--- src/rtl/lcd_hex_display.sv ---
`default_nettype none
// ============================================================================
//  Module   : lcd_hex_display
//  Purpose  : Drives an HD44780-compatible 16x2 character LCD (write only).
//             It runs the power-up wait and the init commands, then
//             refreshes forever: line 1 shows value[63:32] and line 2 shows
//             value[31:0], each as 8 upper-case hex characters.
//  Ports    : clock       - system clock (50 MHz board clock)
//             reset_n     - asynchronous, active-low reset
//             value       - 64-bit word to display
//             lcd_data    - LCD data bus
//             lcd_rs      - 0 = command, 1 = character data
//             lcd_rw      - tied 0 (write only)
//             lcd_en      - LCD enable strobe
//             init_done   - high once the init sequence has completed
//             frame_done  - one-cycle pulse at the start of every frame
//                           that follows a completed frame
//  Revision : 1.0 - initial release
// ============================================================================
module lcd_hex_display #(
  parameter int POWERUP_CYCLES    = 750000,
  parameter int SETUP_CYCLES      = 4,
  parameter int EN_HIGH_CYCLES    = 16,
  parameter int CMD_WAIT_CYCLES   = 2000,
  parameter int CLEAR_WAIT_CYCLES = 82000
) (
  input  logic        clock,
  input  logic        reset_n,
  input  logic [63:0] value,
  output logic [7:0]  lcd_data,
  output logic        lcd_rs,
  output logic        lcd_rw,
  output logic        lcd_en,
  output logic        init_done,
  output logic        frame_done
);

  // One counter serves every timed interval, so it is sized for the longest.
  localparam int C_MAX_A = (POWERUP_CYCLES > CLEAR_WAIT_CYCLES) ? POWERUP_CYCLES : CLEAR_WAIT_CYCLES;
  localparam int C_MAX_B = (CMD_WAIT_CYCLES > EN_HIGH_CYCLES) ? CMD_WAIT_CYCLES : EN_HIGH_CYCLES;
  localparam int C_MAX_C = (C_MAX_B > SETUP_CYCLES) ? C_MAX_B : SETUP_CYCLES;
  localparam int C_MAX   = (C_MAX_A > C_MAX_C) ? C_MAX_A : C_MAX_C;
  localparam int CNT_W   = $clog2(C_MAX + 1);

  localparam logic [CNT_W-1:0] C_PWR_LAST   = CNT_W'(POWERUP_CYCLES - 1);
  localparam logic [CNT_W-1:0] C_SETUP_LAST = CNT_W'(SETUP_CYCLES - 1);
  localparam logic [CNT_W-1:0] C_EN_LAST    = CNT_W'(EN_HIGH_CYCLES - 1);
  localparam logic [CNT_W-1:0] C_CMD_LAST   = CNT_W'(CMD_WAIT_CYCLES - 1);
  localparam logic [CNT_W-1:0] C_CLR_LAST   = CNT_W'(CLEAR_WAIT_CYCLES - 1);

  typedef enum logic [1:0] {MODE_POWERUP, MODE_INIT, MODE_FRAME} mode_e;
  typedef enum logic [1:0] {PH_SETUP, PH_PULSE, PH_WAIT} phase_e;

  mode_e            mode_q, mode_d;
  phase_e           phase_q, phase_d;
  logic [4:0]       idx_q, idx_d;
  logic [CNT_W-1:0] cnt_q, cnt_d;
  logic [7:0]       data_q, data_d;
  logic             rs_q, rs_d;
  logic             en_q, en_d;
  logic             init_done_q, init_done_d;
  logic             frame_done_q, frame_done_d;
  logic [63:0]      snap_q, snap_d;

  logic             w_start;
  mode_e            w_start_mode;
  logic [4:0]       w_start_idx;
  logic [CNT_W-1:0] w_wait_last;

  // {rs, byte} for write i of the given mode. Frame writes 1-8 and 10-17
  // map onto snapshot nibbles 0-15, most significant nibble first.
  function automatic logic [8:0] write_byte(input mode_e m, input logic [4:0] i,
                                            input logic [63:0] s);
    logic [3:0] k;
    logic [5:0] base;
    logic [3:0] nib;
    logic [8:0] r;
    r = 9'h000;
    if (m == MODE_INIT) begin
      case (i)
        5'd0:    r = {1'b0, 8'h38};
        5'd1:    r = {1'b0, 8'h0C};
        5'd2:    r = {1'b0, 8'h01};
        default: r = {1'b0, 8'h06};
      endcase
    end else if (i == 5'd0) begin
      r = {1'b0, 8'h80};
    end else if (i == 5'd9) begin
      r = {1'b0, 8'hC0};
    end else begin
      k    = (i < 5'd9) ? 4'(i - 5'd1) : 4'(i - 5'd2);
      base = 6'd63 - {k, 2'b00};
      nib  = s[base -: 4];
      r    = {1'b1, (nib < 4'd10) ? (8'h30 + {4'h0, nib}) : (8'h37 + {4'h0, nib})};
    end
    return r;
  endfunction

  // Only the clear command needs the long settle time.
  assign w_wait_last = (!rs_q && data_q == 8'h01) ? C_CLR_LAST : C_CMD_LAST;

  always_comb begin
    mode_d       = mode_q;
    phase_d      = phase_q;
    idx_d        = idx_q;
    cnt_d        = cnt_q + 1'b1;
    data_d       = data_q;
    rs_d         = rs_q;
    en_d         = en_q;
    init_done_d  = init_done_q;
    frame_done_d = 1'b0;
    snap_d       = snap_q;
    w_start      = 1'b0;
    w_start_mode = mode_q;
    w_start_idx  = idx_q;

    case (mode_q)
      MODE_POWERUP: begin
        if (cnt_q == C_PWR_LAST) begin
          w_start      = 1'b1;
          w_start_mode = MODE_INIT;
          w_start_idx  = 5'd0;
        end
      end
      default: begin
        case (phase_q)
          PH_SETUP: begin
            if (cnt_q == C_SETUP_LAST) begin
              phase_d = PH_PULSE;
              cnt_d   = '0;
              en_d    = 1'b1;
            end
          end
          PH_PULSE: begin
            if (cnt_q == C_EN_LAST) begin
              phase_d = PH_WAIT;
              cnt_d   = '0;
              en_d    = 1'b0;
            end
          end
          default: begin
            if (cnt_q == w_wait_last) begin
              w_start = 1'b1;
              if (mode_q == MODE_INIT) begin
                if (idx_q == 5'd3) begin
                  w_start_mode = MODE_FRAME;
                  w_start_idx  = 5'd0;
                  init_done_d  = 1'b1;
                end else begin
                  w_start_idx = idx_q + 5'd1;
                end
              end else if (idx_q == 5'd17) begin
                w_start_idx  = 5'd0;
                frame_done_d = 1'b1;
              end else begin
                w_start_idx = idx_q + 5'd1;
              end
            end
          end
        endcase
      end
    endcase

    // Entering SETUP of the next write: present rs/data immediately.
    if (w_start) begin
      mode_d          = w_start_mode;
      idx_d           = w_start_idx;
      phase_d         = PH_SETUP;
      cnt_d           = '0;
      en_d            = 1'b0;
      {rs_d, data_d}  = write_byte(w_start_mode, w_start_idx, snap_q);
      // The frame is latched as a whole so a mid-frame change cannot tear it.
      if (w_start_mode == MODE_FRAME && w_start_idx == 5'd0) begin
        snap_d = value;
      end
    end
  end

  always_ff @(posedge clock or negedge reset_n) begin
    if (!reset_n) begin
      mode_q       <= MODE_POWERUP;
      phase_q      <= PH_SETUP;
      idx_q        <= '0;
      cnt_q        <= '0;
      data_q       <= '0;
      rs_q         <= 1'b0;
      en_q         <= 1'b0;
      init_done_q  <= 1'b0;
      frame_done_q <= 1'b0;
      snap_q       <= '0;
    end else begin
      mode_q       <= mode_d;
      phase_q      <= phase_d;
      idx_q        <= idx_d;
      cnt_q        <= cnt_d;
      data_q       <= data_d;
      rs_q         <= rs_d;
      en_q         <= en_d;
      init_done_q  <= init_done_d;
      frame_done_q <= frame_done_d;
      snap_q       <= snap_d;
    end
  end

  assign lcd_data   = data_q;
  assign lcd_rs     = rs_q;
  assign lcd_rw     = 1'b0;
  assign lcd_en     = en_q;
  assign init_done  = init_done_q;
  assign frame_done = frame_done_q;

endmodule
`default_nettype wire

--- config.mk ---
export PLATFORM = sky130hd
export DESIGN_NAME = lcd_hex_display
export DESIGN_NICKNAME = d
export VERILOG_FILES = /design/src/rtl/lcd_hex_display.sv
export SDC_FILE = /design/constraint.sdc
export NUM_CORES = 1
export LEC_CHECK = 0
export ABC_CLOCK_PERIOD_IN_PS = 6150
export CORE_ASPECT_RATIO = 1.25
export CORE_UTILIZATION = 35
export DETAILED_ROUTE_END_ITERATION = 16
export SLEW_MARGIN = 20
export SYNTH_ARGS = -nofsm -noshare
export SYNTH_HDL_FRONTEND = slang
export SYNTH_SLANG_ARGS = --single-unit
--- constraint.sdc ---
create_clock -name clock -period 6.15 [get_ports clock]
set_input_delay 1.23 -clock clock [delete_from_list [all_inputs] [get_ports clock]]
set_output_delay 1.23 -clock clock [all_outputs]
set_load 0.01 [all_outputs]
* Word-level counts from Yosys, hierarchy flattened
Cells that the tools add are included.
Storage, ports and cells: flip-flop bits (word level) 105, word-level logic and storage cells 94, output and inout bits 13, bits of input ports 66
Cells by class: shift operators 1, eq/ne operators 17, reduce and logical (&&, ||, !) cells 11, bitwise logic cells 2, multiplexer cells 44, add/sub/neg operators 7, $lt $le $gt $ge 2
Operators by type and width (count):
- $mux 20 | 4
- $shiftx 67x7->4 | 1
- $pmux 20 s2 | 1
- $mux 5 | 7
- $mux 9 | 3
- $add 20x1->20 const B | 1
- $eq 20x17->1 | 1
- $eq 20x2->1 const B | 1
- $eq 20x20->1 const B | 1
- $eq 20x4->1 const B | 1
- $mux 2 | 10
- $pmux 6 s3 | 1
- $mux 17 | 1
- $add 6x4->7 const A | 2
- $mux 1 | 13
- $eq 5x2->1 const B | 2
- $eq 8x1->1 const B | 1
- $mux 7 | 1
- $eq 2x1->1 const B | 3
- $ne 3x3->1 const B | 2
- $sub 6x6->6 const A | 1
- $add 5x1->5 const B | 1
- $eq 5x1->1 const B | 1
- $eq 5x4->1 const B | 1
- other kinds (20) | 23

* Logic depth before layout (Yosys ltp)
Gate-level depths: netlist (run 1).
word-level depth 16, gate-level depth with buffers 23

* Worst setup path after synthesis (run 1)
No wires, ideal clock.
path type register to register, start register cnt_q[9], end register data_q[2], in the netlist lcd_data[2], setup slack 0.845 ns, path buffers 2, clock period less this slack 5.305 ns, library setup time 0.065 ns, cell stages (with the launch flop) 22, arrival time 5.240 ns, cell sequence dfrtp_1 > or4_1 > or2_1 > mux2_2 > clkbuf_1 > or3_1 > o22ai_1 > inv_1 > ha_1 > or3_1 > a211o_1 > clkbuf_1 > and3_1 > a211oi_1 > nor4_1 > mux2i_1 > ha_1 > inv_1 > a221oi_1 > nand4b_1 > a21oi_1 > o22a_1
Between the ends: longest elaborated chain between the ends 13
RTL lines:
- start, declared | RTL line 57 | logic [CNT_W-1:0] cnt_q, cnt_d;
- start signal, assigned | RTL line 195 | cnt_q <= cnt_d;
- $eq 20x17->1 | RTL line 142 | if (cnt_q == w_wait_last) begin
- $mux 5 | RTL line 142
- $mux 5 | RTL line 126 | case (phase_q)
- $mux 5 | RTL line 117 | case (mode_q)
- $sub 4x2->4, or another cell as far along | RTL line 91 | k = (i < 5'd9) ? 4'(i - 5'd1) : 4'(i - 5'd2);
- $mux 4 | RTL line 91
- $sub 6x6->6 | RTL line 92 | base = 6'd63 - {k, 2'b00};
- $shiftx 67x7->4 | RTL line 93 | nib = s[base -: 4];
- $add 6x4->7 or $lt 4x4->1 (tied branches) | RTL line 94 | r = {1'b1, (nib < 4'd10) ? (8'h30 + {4'h0, nib}) : (8'h37 + {4'h0, nib})};
- $mux 7 | RTL line 94
- $mux 9 | RTL line 88 | end else if (i == 5'd9) begin
- $mux 9 | RTL line 86 | end else if (i == 5'd0) begin
- $mux 9 | RTL line 79 | if (m == MODE_INIT) begin
- end signal, assigned | RTL line 196 | data_q <= data_d;
- end, declared | RTL line 58 | logic [7:0] data_q, data_d;
Parallel ways exist; a longest one is shown, timed or not. A chain may end at the register's enable or synchronous reset.

* Worst setup path after layout (run 1)
Ends and elaborated chain as after synthesis.

==> results.md, run 1 <==
- Largest family of logic cells by synthesized area: multiplexers
- Inserted Clock Buffers: 9
- Fraction of final layout cells sized beyond drive strength 1: 19.0%
- Synthesized netlist net count: 599
- Global-route met1 utilization: 20.9%
- Clock Skews: 0.0123 ns
- Post-CTS setup-driven buffer insertion count: 0
- Total wirelength of the detailed-routed design: 13,500 um
- Floorplan die width: 115 um
- CP delay by family, top: simple AND/OR/NAND/NOR gates
- Residual overflow from global routing: 0
- Standard cell core area: 0.0156 mm2
- Mapped Area: 0.00562 mm2
- Fraction of the yosys area taken by sequential cells: 46.3%
- CTS Sinks: 104
- Ys Warns: 0
- Cell at the slowest stage of the critical path: sky130_fd_sc_hd__or4_1
- Die area: 0.0166 mm2
- Fraction of met2 tracks used by global routing: 29.2%
- Number of enable-type register cells in the synthesized netlist: 0
- Layout net count: 671
- Clk_lat worst skew: 0.36 ns
- Via count of the first global-routing pass: 4,446
- Result of the run: finished clean
- Maximum clock path buffer count: 2
- # setup viols final: 0
- Number of buffers and inverters on the critical path: 2
- Most common library cell in the layout ignoring fill and taps: sky130_fd_sc_hd__dfrtp_1
- Number of hold violations in the final report: 0
- Number of remaining DRC errors: 0
- Synthesis-to-layout area growth: 22.9%
- Crit path arrival time: 5.90 ns
- Number of top-level design ports: 79
- Power density relative to cell area: 193 mW/mm2
- Antenna Cells: 0
- Transition time of the tightest slew-check pin: 0.805 ns
- Met3 track demand over resource: 4.18%
- Number of routed nets with antenna violations: 0
- Leakage power of the design: 3.07 nW
- Maximum clock frequency: 0.179 GHz
- Min-Delay Path Class: reg2reg
- Delay of the slowest cell on the worst path: 0.55 ns
- Peak-usage layer in the global routing report: met2
- Number of DRC markers after the initial detailed-route iteration: 236
- Half-perimeter wire length of the detailed placement result: 10,300 um
- Worst path required time: 6.45 ns
- Number of distinct library cells after synthesis: 73
- Library cell used as clock root buffer: sky130_fd_sc_hd__clkbuf_16
- Number of antenna violations at the first check in global routing: 0
- Via count normalized by instance count: 5.31
- Leading cell types in the layout, fill and taps excluded: sky130_fd_sc_hd__dfrtp_1, sky130_fd_sc_hd__clkdlybuf4s50_1, sky130_fd_sc_hd__mux2_2
- Post-synthesis share of cell area spent on xor and xnor gates: 2.80%
- CTS Hold Buffers Added: 0
- Crit-path max FO: 14
- Mux contribution to synthesized area: 18.2%
- Critical Path Start Type: flop
- Synth Flop Type: sky130_fd_sc_hd__dfrtp_1
- Fraction of the mapped netlist area in compound gates: 11.3%
- Post_cts resized: 0
- Number of vias after detailed routing: 4,334
- Adder-Cell Fraction of Synth Area: 1.34%
- Final Max Tran Viols: 0
- Async S/R FF share, synth: 100%
- Peak supply drop: 0.116 mV
- Starting Density: 36.0%
- Largest net degree at the start of global routing: 67
- Class of the most critical setup path: reg2reg
- Combined global-route utilization of all metal layers: 17.3%
- Tcrit/Tclk final: 91.1%
- TritonCTS clock tree: yes
- Setup repair after global routing missed its margin: no
- Height of the die: 144 um
- Time the final worst path needs with I/O delays and setup: 5.60 ns
- Cell row count: 51
- Headroom to the max-slew limit: 46.3%
- H-Tree Depth: 3
- Simple-gate portion of the synthesized area: 17.3%
- Clock transition at the registers of the reported paths: 0.07 ns
- Number of maximum-capacitance constraint violations: 0
- Port buffer count: 77
- Wire length of the first global-routing pass: 22,000 um
- Type of destination of the critical path: flop
- Setup Total Neg Slack: 0 ns
- Number of synthesized register bits: 104
- Cell-by-cell trace of the critical path: or4_1, or2_1, mux2_2, a2111oi_1, or2_2, inv_1, ha_1, or3_1, a211o_1, and3_1, a211oi_1, nor4_1, mux2i_1, ha_1, inv_1, a221oi_1, nand4b_1, a21oi_1, o22a_1
- Routability congestion estimate from global placement: 0.925
- Mean post-synth cell area: 10.7 um2
- Pwr Total: 1.33 mW
- Cells after synthesis: 527
- Number of detailed-routing iterations run before antenna repair: 5
- Average routed wire per standard cell: 16.6 um
[cells in the mapped netlist (all sizes together) (4+ instances only)]
cell	number	share of area [%]
a211oi	13	1.7
a21oi	7	0.62
and3	16	1.8
buf	10	1.0
clkbuf	11	0.73
dfrtp	104	46
ha	6	1.3
inv	14	0.93
mux2	74	15
mux2i	18	3.3
nand2	37	2.5
nand2b	5	0.56
nand3	21	1.9
nand4	7	0.78
nor2	39	2.6
nor3	20	1.9
nor3b	4	0.53
nor4	9	1.0
o21ai	17	1.5
o21bai	4	0.53
o22a	6	0.93
o22ai	6	0.78
or2	8	0.89
or3	6	0.76
xnor2	6	0.93
xor2	12	1.9
[report_power, final]
part	internal [mW]	leakage [nW]	switching, mW
Combinational	0.0362	1.49	0.0193
Clock	0.322	0.146	0.271
Sequential	0.683	1.43	0
Total	1.04	3.07	0.290
[metal layers]
| layer | vias to the layer above | routed length [um] |
|---|---|---|
| li1 | 2090 | - |
| met1 | 2113 | 5870 |
| met2 | 107 | 6730 |
| met3 | 24 | 606 |
| met4 | 0 | 305 |
| met5 | - | 0 |
[final timing paths]
check / from / end / slack, ns / depth (start not counted)
max: cnt_q[9] / lcd_data[2] / 0.55 / 19
min: init_done / init_done / 0.47 / 1
max in group asynchronous: reset_n / cnt_q[1] / 4.10 / 2
min in group asynchronous: reset_n / init_done / 0.87 / 1
min reg2reg: init_done / init_done / 0.47 / 1
max reg2reg: cnt_q[9] / lcd_data[2] / 0.55 / 19
[metrics by stage]
| step | setup slack (ns) | area, um2 | util (%) | instances | hold slack (ns) |
|---|---|---|---|---|---|
| 3_5_place_dp | 0.480 | 6600 | 42.2 | 800 | 0.463 |
| 4_1_cts | 0.448 | 6910 | 44.2 | 816 | 0.479 |
| 2_1_floorplan | 0.845 | 5620 | - | 527 | 0.435 |
| 5_1_grt | 0.0619 | 6910 | 44.2 | 816 | 0.500 |
| 3_3_place_gp | 0.641 | 6600 | 42.2 | 800 | 0.454 |
| 6_report | 0.549 | 6910 | 44.2 | 816 | 0.469 |
[logic make-up after synthesis]
| group | after synthesis |
|---|---|
| buf+inv | 35 |
| other cells | 1 |
| simple gates | 185 |
| fa+ha+maj | 6 |
| mux | 92 |
| flops | 104 |
| xor+xnor | 18 |
| compound gates | 86 |
[area by class of cell]
cell class	instances	area, um2
inverters	14	52.6
flip-flops and latches	104	2600
clock buffers	10	229
multi-input cells	388	2880
fillers	1476	8720
clock inverters	6	75.1
repair buffers	82	806
well taps	212	265
[sequential cells by signal, indices dropped and copies added, names as in the netlist]
register and cells:
mode_q 2, snap_q 64, lcd_data 8, frame_done 1, phase_q 2, lcd_rs 1
cnt_q 20, idx_q 5, init_done 1
(Power assumes the default switching activity.)
==> run 2, diff against run 1 <==
--- a/config.mk
+++ b/config.mk
@@ -7,8 +7,10 @@
 export LEC_CHECK = 0
 export ABC_CLOCK_PERIOD_IN_PS = 6150
 export CORE_ASPECT_RATIO = 1.25
-export CORE_UTILIZATION = 35
+export CORE_UTILIZATION = 55
+export CTS_BUF_LIST = sky130_fd_sc_hd__clkbuf_4 sky130_fd_sc_hd__clkbuf_8 sky130_fd_sc_hd__clkbuf_16
 export DETAILED_ROUTE_END_ITERATION = 16
+export PLACE_DENSITY = 0.8
 export SLEW_MARGIN = 20
 export SYNTH_ARGS = -nofsm -noshare
 export SYNTH_HDL_FRONTEND = slang
==> results.md, run 2 (synthesized netlist as in run 1, its figures left out) <==
- Standard cell core area: 0.00976 mm2
- Number of top-level design ports: 79
- FF-to-FF End: lcd_data[2]
- Synthesis-to-layout area growth: 21.6%
- Worst setup timing slack at the placement stage: 0.438 ns
- Clock Skews: 0.00947 ns
- Total wirelength of the detailed-routed design: 13,400 um
- Library cell used as clock root buffer: sky130_fd_sc_hd__clkbuf_16
- CTS Hold Buffers Added: 0
- Post-CTS setup-driven buffer insertion count: 0
- Critical Path Start Type: flop
- Cell-by-cell trace of the critical path: or4_1, or2_1, mux2_2, or3_1, o22ai_1, buf_4, inv_1, ha_1, or3_1, a211o_1, and3_1, a211oi_1, nor4_1, mux2i_1, ha_1, inv_1, a221oi_1, nand4b_1, a21oi_1, o22a_1
- CTS Sinks: 104
- Half-perimeter wire length of the detailed placement result: 10,000 um
- Largest net degree at the start of global routing: 67
- Peak supply drop: 0.125 mV
- Reg-to-reg startpoint: cnt_q[8]
- Worst setup slack after layout: 0.450 ns
- Average routed wire per standard cell: 18.4 um
- Setup repair after global routing missed its margin: no
- Crit path arrival time: 5.98 ns
- Leakage power of the design: 3.09 nW
- Clk_lat worst skew: 0.35 ns
- Min-Delay Path Class: reg2reg
- H-Tree Depth: 3
- Last element of the critical path: lcd_data[2]
- Most flops, register: snap_q
- Number of hold violations in the final report: 0
- Time the final worst path needs with I/O delays and setup: 5.70 ns
- Most common library cell in the layout ignoring fill and taps: sky130_fd_sc_hd__dfrtp_1
- Maximum clock path buffer count: 2
- Power density relative to cell area: 201 mW/mm2
- Via count of the first global-routing pass: 4,703
- Cell row count: 40
- Antenna Cells: 0
- Number of DRC markers after the initial detailed-route iteration: 224
- Post_cts resized: 0
- Number of vias after detailed routing: 4,521
- Routability congestion estimate from global placement: 0.874
- Result of the run: finished clean
- Number of detailed-routing iterations run before antenna repair: 5
- Layout net count: 671
- Worst path required time: 6.43 ns
- Type of destination of the critical path: flop
- Floorplan die width: 92.4 um
- Maximum clock frequency: 0.175 GHz
- Number of buffers and inverters on the critical path: 3
- Port buffer count: 77
- Number of remaining DRC errors: 0
- Setup Total Neg Slack: 0 ns
- Delay of the slowest cell on the worst path: 0.53 ns
- Flip-flop count of the largest register, all copies and words added: 64
- Fraction of final layout cells sized beyond drive strength 1: 19.2%
- Critical Path Stages: 20
- Residual overflow from global routing: 0
- Starting Density: 57.6%
- CP delay by family, top: simple AND/OR/NAND/NOR gates
- Via count normalized by instance count: 6.19
- Transition time of the tightest slew-check pin: 0.801 ns
- Class of the most critical setup path: reg2reg
- TritonCTS clock tree: yes
- Crit-path max FO: 14
- Die area: 0.0106 mm2
- Number of routed nets with antenna violations: 0
- Height of the die: 115 um
- Wire length of the first global-routing pass: 22,000 um
- Headroom to the max-slew limit: 46.6%
- Inserted Clock Buffers: 9
- Origin of the worst setup path: cnt_q[8]
- Min-Delay Startpoint: init_done
- Cell count of the worst reg-to-reg path: 20
- Final Max Tran Viols: 0
- # setup viols final: 0
- Clock transition at the registers of the reported paths: 0.07 ns
- Leading cell types in the layout, fill and taps excluded: sky130_fd_sc_hd__dfrtp_1, sky130_fd_sc_hd__clkdlybuf4s50_1, sky130_fd_sc_hd__mux2_2
- Cell at the slowest stage of the critical path: sky130_fd_sc_hd__or4_1
- Number of maximum-capacitance constraint violations: 0
- Tcrit/Tclk final: 92.7%
- Combined global-route utilization of all metal layers: 26.7%
- Number of antenna violations at the first check in global routing: 0
- Reg-to-reg setup timing slack: 0.45 ns
run 2: changes by cell type in the layout (fill, tap and decap cells not counted), sizes merged:
cell / change
clkbuf: +1
bufinv: +1
clkinvlp: -1
inv: -2
clkinv: +1
run 2: power breakdown:
| group | internal [mW] | switching (mW) |
|---|---|---|
| registers | 0.683 | 0 |
| clock network | 0.377 | 0.256 |
| logic | 0.0362 | 0.0195 |
| total | 1.10 | 0.275 |
run 2: layer usage:
metal / GRT usage, % / vias to the layer above / wire [um]
li1: - / 2093 / -
met5: 0 / - / 0
met1: 29.2 / 2213 / 5310
met2: 48.5 / 171 / 7000
met3: 4.63 / 44 / 500
met4: 15.5 / 0 / 612
run 2: worst reg2reg max path: cells and delay by family, from the launching register on:
| family | cells | cell delay (ns) |
|---|---|---|
| AND/OR/NAND/NOR | 7 | 2.12 |
| AO/OA/AOI/OAI | 6 | 1.44 |
| multiplexers | 2 | 0.79 |
| adder cells (fa/ha/maj) | 2 | 0.54 |
| flip-flops | 1 | 0.44 |
| buffers and inverters | 3 | 0.31 |
run 2: cell type report:
cell class / instances / area (um2)
multi-input combinational: 388 / 2880
tap: 126 / 158
inverter: 14 / 52.6
clock buffer: 11 / 246
fill: 732 / 2920
clock inverter: 5 / 88.8
sequential: 104 / 2600
timing repair buffer: 82 / 806
run 2: how the worst min path moves through the flow:
stage,endpoint,slack [ns],cells after the start
floorplan,cnt_q[0],0.43,1
global placement,cnt_q[0],0.45,1
detailed placement,init_done,0.47,1
CTS,init_done,0.49,1
global route,cnt_q[0],0.50,1
finish,init_done,0.48,1
run 2: per-stage QoR:
stage | area, um2 | power (mW) | std cells | util [%] | hold WS [ns]
finish | 6840 | 1.37 | 730 | 70.0 | 0.476
CTS | 6830 | 1.38 | 730 | 70.0 | 0.486
global route | 6840 | 1.41 | 730 | 70.0 | 0.499
detailed placement | 6490 | 0.753 | 714 | 66.6 | 0.470
global placement | 6490 | 0.752 | 714 | 66.6 | 0.451
floorplan | 5620 | 0.698 | 527 | - | 0.435
==> run 3, diff against run 2 <==
--- a/config.mk
+++ b/config.mk
@@ -5,8 +5,9 @@
 export SDC_FILE = /design/constraint.sdc
 export NUM_CORES = 1
 export LEC_CHECK = 0
-export ABC_CLOCK_PERIOD_IN_PS = 6150
+export ABC_CLOCK_PERIOD_IN_PS = 6100
 export CORE_ASPECT_RATIO = 1.25
+export CORE_MARGIN = 3
 export CORE_UTILIZATION = 55
 export CTS_BUF_LIST = sky130_fd_sc_hd__clkbuf_4 sky130_fd_sc_hd__clkbuf_8 sky130_fd_sc_hd__clkbuf_16
 export DETAILED_ROUTE_END_ITERATION = 16
==> constraint.sdc (replaced) <==
create_clock -name clock -period 6.1 [get_ports clock]
set_input_delay 1.22 -clock clock [delete_from_list [all_inputs] [get_ports clock]]
set_output_delay 1.22 -clock clock [all_outputs]
set_load 0.01 [all_outputs]
==> results.md, run 3 (synthesized netlist as in run 1, its figures left out) <==
- Number of DRC markers after the initial detailed-route iteration: 207
- Die area: 0.0115 mm2
- Post_cts resized: 0
- CTS Hold Buffers Added: 0
- Number of detailed-routing iterations run before antenna repair: 4
- Height of the die: 119 um
- Number of vias after detailed routing: 4,373
- Critical Path Start Type: flop
- Number of top-level design ports: 79
- Worst path required time: 6.39 ns
- Clock Skews: 0.00530 ns
- Library cell used as clock root buffer: sky130_fd_sc_hd__clkbuf_16
- TritonCTS clock tree: yes
- Via count normalized by instance count: 5.99
- Number of fill cells in the layout: 741
- Tcrit/Tclk final: 92.7%
- Clock transition at the registers of the reported paths: 0.07 ns
- Post-Layout Cell Count: 730
- Flip-flop count of the largest register, all copies and words added: 64
- Inserted Clock Buffers: 9
- Time the final worst path needs with I/O delays and setup: 5.65 ns
- Amount of wire on met3 after detailed routing: 487 um
- Utilization after layout: 69.6%
- Min-Delay Path Class: reg2reg
- Number of placed instances, taps included: 714
- Power density relative to cell area: 201 mW/mm2
- Number of maximum-capacitance constraint violations: 0
- Starting Density: 57.3%
- Average routed wire per standard cell: 17.9 um
- Largest net degree at the start of global routing: 67
- Type of destination of the critical path: flop
- Result of the run: finished clean
- Total wirelength of the detailed-routed design: 13,100 um
- Uppermost metal layer occupied by signal nets: met4
- Synthesis-to-layout area growth: 21.5%
- Maximum clock path buffer count: 2
- Met1 Routed Length: 5350 um
- Number of routed nets with antenna violations: 0
- Layout net count: 671
- Wire length of the first global-routing pass: 21,500 um
- Residual overflow from global routing: 0
- Worst hold margin: 0.465 ns
- Routability congestion estimate from global placement: 0.889
- Half-perimeter wire length of the detailed placement result: 9750 um
- Via count of the first global-routing pass: 4,573
- Worst setup slack after layout: 0.447 ns
- Combined global-route utilization of all metal layers: 24.0%
- Number of antenna violations at the first check in global routing: 0
- Transition time of the tightest slew-check pin: 0.812 ns
- Number of remaining DRC errors: 0
- Fraction of final layout cells sized beyond drive strength 1: 19.4%
- Peak supply drop: 0.127 mV
- Standard cell core area: 0.00981 mm2
- Crit path arrival time: 5.94 ns
- Floorplan die width: 96.4 um
- Class of the most critical setup path: reg2reg
- CTS Sinks: 104
- Most flops, register: snap_q
- Final Max Tran Viols: 0
- H-Tree Depth: 3
- Worst setup timing slack at the placement stage: 0.202 ns
- Post-CTS setup-driven buffer insertion count: 0
- Leakage power of the design: 3.08 nW
- Port buffer count: 77
- Clk_lat worst skew: 0.35 ns
- Most common library cell in the layout ignoring fill and taps: sky130_fd_sc_hd__dfrtp_1
- Pwr Total: 1.37 mW
- Setup repair after global routing missed its margin: no
- Number of hold violations in the final report: 0
- Cell count of the worst reg-to-reg path: 17
- Crit-path max FO: 23
- Cell area after placement: 0.00649 mm2
- Amount of wire on met2 after detailed routing: 6720 um
- Headroom to the max-slew limit: 45.8%
- Hold Path Stages: 1
- Leading cell types in the layout, fill and taps excluded: sky130_fd_sc_hd__dfrtp_1, sky130_fd_sc_hd__clkdlybuf4s50_1, sky130_fd_sc_hd__mux2_2
- Antenna Cells: 0
- Setup Total Neg Slack: 0 ns
- Cell row count: 40
- Maximum clock frequency: 0.177 GHz
- # setup viols final: 0
- Post-route design area: 0.00683 mm2
[run 3: cell count changes in the layout (fill, tap and decap cells not counted)]
| cell | previous run | this run |
|---|---|---|
| sky130_fd_sc_hd__clkbuf_8 | 1 | 0 |
| sky130_fd_sc_hd__o21ai_1 | 4 | 5 |
| sky130_fd_sc_hd__clkinv_4 | 2 | 1 |
| sky130_fd_sc_hd__mux2i_1 | 17 | 16 |
| sky130_fd_sc_hd__o22ai_2 | 1 | 2 |
| sky130_fd_sc_hd__mux2i_2 | 1 | 2 |
| sky130_fd_sc_hd__inv_8 | 1 | 0 |
| sky130_fd_sc_hd__inv_6 | 0 | 2 |
| sky130_fd_sc_hd__clkinv_2 | 0 | 1 |
| sky130_fd_sc_hd__o22ai_1 | 5 | 4 |
| sky130_fd_sc_hd__o21ai_2 | 1 | 0 |
[run 3: per-layer routing]
layer	global-route usage, %	up-vias
met2	40.6	109
met1	28.2	2125
met4	12.5	0
met3	4.86	34
li1	-	2105
met5	0	-
[run 3: area by class of cell]
cell class	count	area [um2]	share of cell area, %
inverter	14	52.6	0.769
timing repair buffer	82	806	11.8
tap	126	158	2.31
multi-input combinational	388	2890	42.3
clock buffer	10	233	3.41
clock inverter	6	91.3	1.34
sequential	104	2600	38.1
[run 3: path summary, 6_finish.rpt]
check                           startpoint          end  slack (ns)
worst max-delay path              cnt_q[8]  lcd_data[3]        0.45
worst min-delay path              cnt_q[0]     cnt_q[0]        0.46
worst max register to register    cnt_q[8]  lcd_data[3]        0.45
worst min register to register    cnt_q[0]     cnt_q[0]        0.46
max in group asynchronous          reset_n   snap_q[38]        4.08
min in group asynchronous          reset_n   frame_done        0.87
[run 3: where the power goes]
| part | total, mW | internal [mW] | switching, mW |
|---|---|---|---|
| Sequential | 0.689 | 0.689 | 0 |
| Clock | 0.625 | 0.367 | 0.258 |
| Combinational | 0.0559 | 0.0365 | 0.0194 |
| Total | 1.37 | 1.09 | 0.277 |
[run 3: critical path, cell delays in order (launching register included)]
cell and delay (ns):
sky130_fd_sc_hd__dfrtp_1 0.44, sky130_fd_sc_hd__or4_1 0.53, sky130_fd_sc_hd__or2_1 0.24, sky130_fd_sc_hd__mux2_2 0.35, sky130_fd_sc_hd__a2111oi_1 0.64, sky130_fd_sc_hd__or2_2 0.25, sky130_fd_sc_hd__inv_1 0.05, sky130_fd_sc_hd__ha_1 0.19
sky130_fd_sc_hd__or3_1 0.45, sky130_fd_sc_hd__a211o_1 0.48, sky130_fd_sc_hd__nand2_4 0.32, sky130_fd_sc_hd__buf_4 0.20, sky130_fd_sc_hd__mux2_1 0.35, sky130_fd_sc_hd__o2111a_1 0.28, sky130_fd_sc_hd__a22oi_1 0.27, sky130_fd_sc_hd__nand2_1 0.17
sky130_fd_sc_hd__nor3_1 0.20, sky130_fd_sc_hd__o22a_1 0.17
